$ cat config.mk
export PLATFORM = sky130hd
export DESIGN_NAME = mux_rr_arbiter
export DESIGN_NICKNAME = d
export VERILOG_FILES = /design/src/rtl/mux_arb_pkg.sv /design/src/rtl/mux_rr_arbiter_mux.sv /design/src/rtl/mux_rr_arbiter.sv
export SDC_FILE = /design/constraint.sdc
export NUM_CORES = 1
export LEC_CHECK = 0
export CORE_MARGIN = 10
export CORE_UTILIZATION = 30
export CTS_CLUSTER_DIAMETER = 200
export CTS_CLUSTER_SIZE = 10
export DETAILED_ROUTE_END_ITERATION = 12
export PLACE_DENSITY_LB_ADDON = 0.1
export SLEW_MARGIN = 10
export SYNTH_ARGS = -nofsm -noshare
export SYNTH_HDL_FRONTEND = slang
export SYNTH_HIERARCHICAL = 1
export SYNTH_SLANG_ARGS = --single-unit
export TNS_END_PERCENT = 50
$ cat constraint.sdc
create_clock -name clk -period 6.6 [get_ports clk]
set_input_delay 0.99 -clock clk [delete_from_list [all_inputs] [get_ports clk]]
set_output_delay 0.99 -clock clk [all_outputs]
set_load 0.005 [all_outputs]
$ cat src/rtl/mux_arb_pkg.sv
// Shared types and the round-robin pick helper for mux_rr_arbiter.
// rr_pick works on a fixed-width valid vector so that any N up to RR_MAX_N can use it.
package mux_arb_pkg;

  typedef enum logic {ARB_IDLE, ARB_BUSY} arb_state_t;

  localparam int unsigned RR_MAX_N = 32;

  // Returns the first asserted index scanning ptr, ptr+1, ..., n-1, 0, ..., ptr-1.
  // If nothing is asserted, ptr is returned unchanged.
  function automatic int unsigned rr_pick(input logic [RR_MAX_N-1:0] valid,
                                          input int unsigned         ptr,
                                          input int unsigned         n);
    int unsigned idx;
    logic        found;
    rr_pick = ptr;
    found   = 1'b0;
    for (int unsigned k = 0; k < RR_MAX_N; k++) begin
      if (k < n) begin
        idx = ptr + k;
        if (idx >= n) idx = idx - n;
        if (!found && valid[idx]) begin
          rr_pick = idx;
          found   = 1'b1;
        end
      end
    end
  endfunction

endpackage

$ cat src/rtl/mux_rr_arbiter_mux.sv
// Pure combinational N:1 multiplexer; the arbiter uses it to steer {last, data}.
module Mux #(
  parameter int WIDTH = 8,
  parameter int N     = 4,
  localparam int SW   = (N > 1) ? $clog2(N) : 1
) (
  input  logic [WIDTH-1:0] i_d [N-1:0],
  input  logic [SW-1:0]    i_sel,
  output logic [WIDTH-1:0] o_y
);

  always_comb begin
    o_y = '0;
    for (int i = 0; i < N; i++) begin
      if (i_sel == SW'(i)) o_y = i_d[i];
    end
  end

endmodule

$ cat src/rtl/mux_rr_arbiter.sv
// Packet-locked round-robin arbiter sharing one valid/ready channel among N requesters.
// Selection is purely from registered state/sel; only the owner's req_* reach the outputs.
module mux_rr_arbiter
  import mux_arb_pkg::*;
#(
  parameter int WIDTH = 8,
  parameter int N     = 4,
  localparam int SW   = $clog2(N)
) (
  input  logic             clk,
  input  logic             rst,
  input  logic [N-1:0]     req_valid,
  input  logic [WIDTH-1:0] req_data [N-1:0],
  input  logic [N-1:0]     req_last,
  output logic [N-1:0]     req_ready,
  output logic             out_valid,
  output logic [WIDTH-1:0] out_data,
  output logic             out_last,
  input  logic             out_ready,
  output logic [N-1:0]     grant,
  output logic [SW-1:0]    sel,
  output logic             busy
);

  arb_state_t          r_state;
  arb_state_t          w_state_nxt;
  logic [SW-1:0]       r_sel;
  logic [SW-1:0]       w_sel_nxt;
  logic [SW-1:0]       r_ptr;
  logic [SW-1:0]       w_ptr_nxt;
  logic [RR_MAX_N-1:0] w_valid_ext;
  logic [WIDTH:0]      w_mux_in [N-1:0];
  logic [WIDTH:0]      w_mux_y;
  logic                w_busy;
  logic                w_hs;

  always_comb begin
    for (int i = 0; i < N; i++) w_mux_in[i] = {req_last[i], req_data[i]};
  end

  Mux #(WIDTH + 1, N) u_mux (
    .i_d   (w_mux_in),
    .i_sel (r_sel),
    .o_y   (w_mux_y)
  );

  assign w_valid_ext = RR_MAX_N'(req_valid);
  assign w_busy      = (r_state == ARB_BUSY);
  assign w_hs        = out_valid && out_ready;

  always_ff @(posedge clk or posedge rst) begin
    if (rst) begin
      r_state <= ARB_IDLE;
      r_sel   <= '0;
      r_ptr   <= '0;
    end else begin
      r_state <= w_state_nxt;
      r_sel   <= w_sel_nxt;
      r_ptr   <= w_ptr_nxt;
    end
  end

  always_comb begin
    w_state_nxt = r_state;
    w_sel_nxt   = r_sel;
    w_ptr_nxt   = r_ptr;
    case (r_state)
      ARB_IDLE: begin
        if (|req_valid) begin
          w_sel_nxt   = SW'(rr_pick(w_valid_ext, 32'(r_ptr), N));
          w_state_nxt = ARB_BUSY;
        end
      end
      ARB_BUSY: begin
        if (w_hs && w_mux_y[WIDTH]) begin
          w_state_nxt = ARB_IDLE;
          // Explicit wrap so non-power-of-two N returns to 0, not to N.
          w_ptr_nxt   = (r_sel == SW'(N - 1)) ? '0 : r_sel + 1'b1;
        end
      end
      default: w_state_nxt = ARB_IDLE;
    endcase
  end

  always_comb begin
    grant     = '0;
    req_ready = '0;
    for (int i = 0; i < N; i++) begin
      grant[i]     = w_busy && (r_sel == SW'(i));
      req_ready[i] = w_busy && (r_sel == SW'(i)) && out_ready;
    end
  end

  assign out_valid = w_busy && req_valid[r_sel];
  assign out_data  = w_mux_y[WIDTH-1:0];
  assign out_last  = w_mux_y[WIDTH];
  assign sel       = r_sel;
  assign busy      = w_busy;

endmodule

==> implementation parameters <==
Parameter                              Value

Worst setup path
  Critical Path Max Stage Delay ... 0.52 ns
  Endpoint of the most critical register-to-register path ... sel[0]
  Kind of capture point of the worst setup path ... output pin
  Data arrival, critical path ... 2.65 ns
  Register-to-register setup slack ... 4.14 ns
  CP Data Required Time ... 5.61 ns
  Peak fanout along the critical path ... 7
  Setup Crit Path Kind ... in -> out
  R2R Path Start ... r_ptr[0]
  Most Frequent Cell on Critical Path ... sky130_fd_sc_hd__clkdlybuf4s50_1
  Kind of cell adding the most delay to the critical path ... buffers and inverters
  Startpoint type of the worst setup path ... primary input
  Cell breakdown of the critical path ... clkdlybuf4s50_1 > mux4_2 > and2_1 > clkdlybuf4s50_1
  Buffers and inverters on the worst path ... 2
  Critical-path cell with the highest stage delay ... sky130_fd_sc_hd__clkdlybuf4s50_1
  Worst reg-to-reg path cell count ... 7

Yosys
  Ys flop type ... sky130_fd_sc_hd__dfrtp_1
  Count of synthesis-stage warnings from yosys ... 6
  Seq/Total Area, Yosys ... 0.1466
  Netlist cell types ... 35
  Post-Synthesis Net Count ... 132
  Cell taking the most area after synthesis ... sky130_fd_sc_hd__mux4_2
  Library cell with the highest instance count after synthesis ... sky130_fd_sc_hd__mux4_2
  Asr flop ratio synth ... 1.000
  Number of register bits inferred by synthesis ... 5
  Number of cells produced by synthesis ... 81
  Top cell type's share of synthesized area ... 0.2903
  Post-synthesis instance area ... 853.3 µm²
  Cell types with the highest counts after synthesis ... sky130_fd_sc_hd__mux4_2 (11), sky130_fd_sc_hd__ha_1 (8)
  Dominant cells by area after synthesis ... sky130_fd_sc_hd__mux4_2 (29%), sky130_fd_sc_hd__dfrtp_1 (15%), sky130_fd_sc_hd__ha_1 (12%), sky130_fd_sc_hd__and2_1 (3.7%), sky130_fd_sc_hd__and3_1 (3.7%)
  Avg Inst Size Synth ... 10.53 µm²
  Post-synth EDFFs ... 0

GRT
  Remaining global-route overflow ... 0
  Vias in the first global route ... 910
  First-pass GRT wire length ... 4947 µm
  Maximum number of pins on one net before global-route repair ... 17
  Number of antenna violations at the first check in global routing ... 0
  GRT Util Overall ... 0.1149

STA
  Final hold viol count ... 0
  Unrepaired setup endpoints after global routing ... no
  Final clock skew ... 0.005749 ns
  Post-route minimum period ... 3.644 ns
  Setup Total Neg Slack ... 0 ns
  Max_slew headroom ... 0.4821
  Actual slew at the worst max-slew pin ... 0.7769 ns
  Achievable frequency ... 274.4 MHz
  Final count of pins violating max slew ... 0
  Setup violations, final ... 0
  Final worst path period share ... 0.5521

Floorplanning
  Width of the die ... 73.33 µm
  Area of the placeable core ... 2734 µm²
  Full die area ... 5377 µm²
  Height of the die ... 73.33 µm
  Number of top-level design ports ... 64
  Row count ... 19
  Effective utilization at floorplan ... 0.3121

Place
  HPWL after DPL ... 2760 µm
  Final weighted congestion in routability-driven placement ... 0.7749
  Cell count after placement ... 170
  PortBufs ... 63

Clocking
  Clock sink count ... 5
  Number of buffers added for setup after CTS ... 0
  Clk slew on worst S/H paths ... 0.04 ns
  Buffer depth of the longest clock path ... 2
  Number of buffers inserted for hold repair after clock tree synthesis ... 0
  Total clock buffers created by CTS ... 3
  Library cell used as clock root buffer ... sky130_fd_sc_hd__clkbuf_4
  Clock latency at the later pin of the worst-skew pair ... 0.25 ns
  Post-cts resize count ... 0
  TritonCTS clock tree ... built
  H-tree Lvls ... 1

Finish
  Fraction of final layout cells sized beyond drive strength 1 ... 0.1399
  Area Overhead vs Synth ... 77.42%
  Final net count ... 195
  Antenna diode instance count ... 0
  Non-filler cells in the finished layout ... 174

Drt
  Wire length per cell after detailed routing ... 18.60 µm
  Total number of vias ... 925
  Number of iterations in the first detailed-routing pass ... 4
  Number of vias per cell after detailed routing ... 5.316
  Violation count after the first detailed-routing iteration ... 49
  Remaining design rule violation count ... 0
  Number of nets with antenna violations after detailed routing ... 0
  Post-detailed-routing wire length ... 3237 µm

Worst hold path
  Hold_sp ... r_ptr[1]
  Worst Hold Path Cells ... 1
  Destination of the worst hold path ... r_ptr[1]
  Worst min-delay path category ... reg -> reg

Flow run
  Max-cap violations ... 0

Pwr
  Leakage power summed over all cells ... 0.5993 nW
  Overall power consumption ... 0.5306 mW
  Power per unit of standard cell area ... 350.5 nW/µm²
  Worst vdd rail ir drop ... 0.0002429 V

Run status
  Status ... finished clean
==> state kept, by name (all words and copies together), names as in the netlist <==
signal / cells
sel: 2
r_ptr: 2
busy: 1
==> cell type report <==
cell class,count,area [µm²]
Sequential cell,5,125.1
Tap cell,31,38.79
Clock buffer,4,26.28
Inverter,5,18.77
Multi-Input combinational cell,66,674.4
Timing Repair Buffer,63,630.6
Fill cell,251,1220
==> cells in the final DEF, fill, tap and decap left out, drive strengths merged, types with 2 or more instances in the layout <==
cell type       n
mux2            3
nor3b           2
clkdlybuf4s50  63
clkbuf          4
nand2           5
inv             5
dfrtp           5
o21ai           3
o211ai          2
mux2i           2
mux4           11
and2            6
ha              8
a21oi           2
and3            5
nor2b           3
nor2            2
==> stage by stage <==
step	util	instance area, µm²	worst slack, ns	hold slack, ns
global route	0.5538	1514	2.903	0.6783
detailed placement	0.5442	1488	2.934	0.6257
floorplan	-	853.3	4.009	0.5199
CTS	0.5538	1514	2.934	0.6361
finish	0.5538	1514	2.956	0.6463
global placement	0.5442	1488	2.966	0.6127
==> worst max-delay path by stage <==
stage | start | end | slack [ns] | depth (start not counted)
after CTS | req_valid[0] | out_valid | 2.93 | 4
final | req_valid[3] | out_valid | 2.96 | 4
after global routing | req_valid[1] | out_valid | 2.90 | 4
after global placement | req_valid[0] | out_valid | 2.97 | 4
after floorplan | req_valid[3] | out_valid | 4.01 | 2
after detailed placement | req_valid[0] | out_valid | 2.93 | 4
==> power by group <==
group          internal [mW]  switching [mW]  total (mW)
Sequential            0.0446          0.0602       0.105
Clock                 0.0229          0.0130      0.0359
Combinational          0.255           0.135       0.390
==> cells by family after synthesis <==
group | synth area share
AOI/OAI and AO/OA | 0.1334
adders and majority gates | 0.1173
buffers and inverters | 0.06305
DFF | 0.1466
muxes | 0.3534
and+or+nand+nor | 0.1862
==> routing by layer <==
| layer | GRT usage | up-vias | wire length, µm |
|---|---|---|---|
| met4 | 0.01242 | 0 | 0 |
| met3 | 0.04980 | 0 | 439 |
| met1 | 0.1426 | 436 | 1378 |
| met2 | 0.1853 | 54 | 1420 |
| li1 | - | 435 | - |
| met5 | 0 | - | 0 |
(Power assumes the default switching activity.)
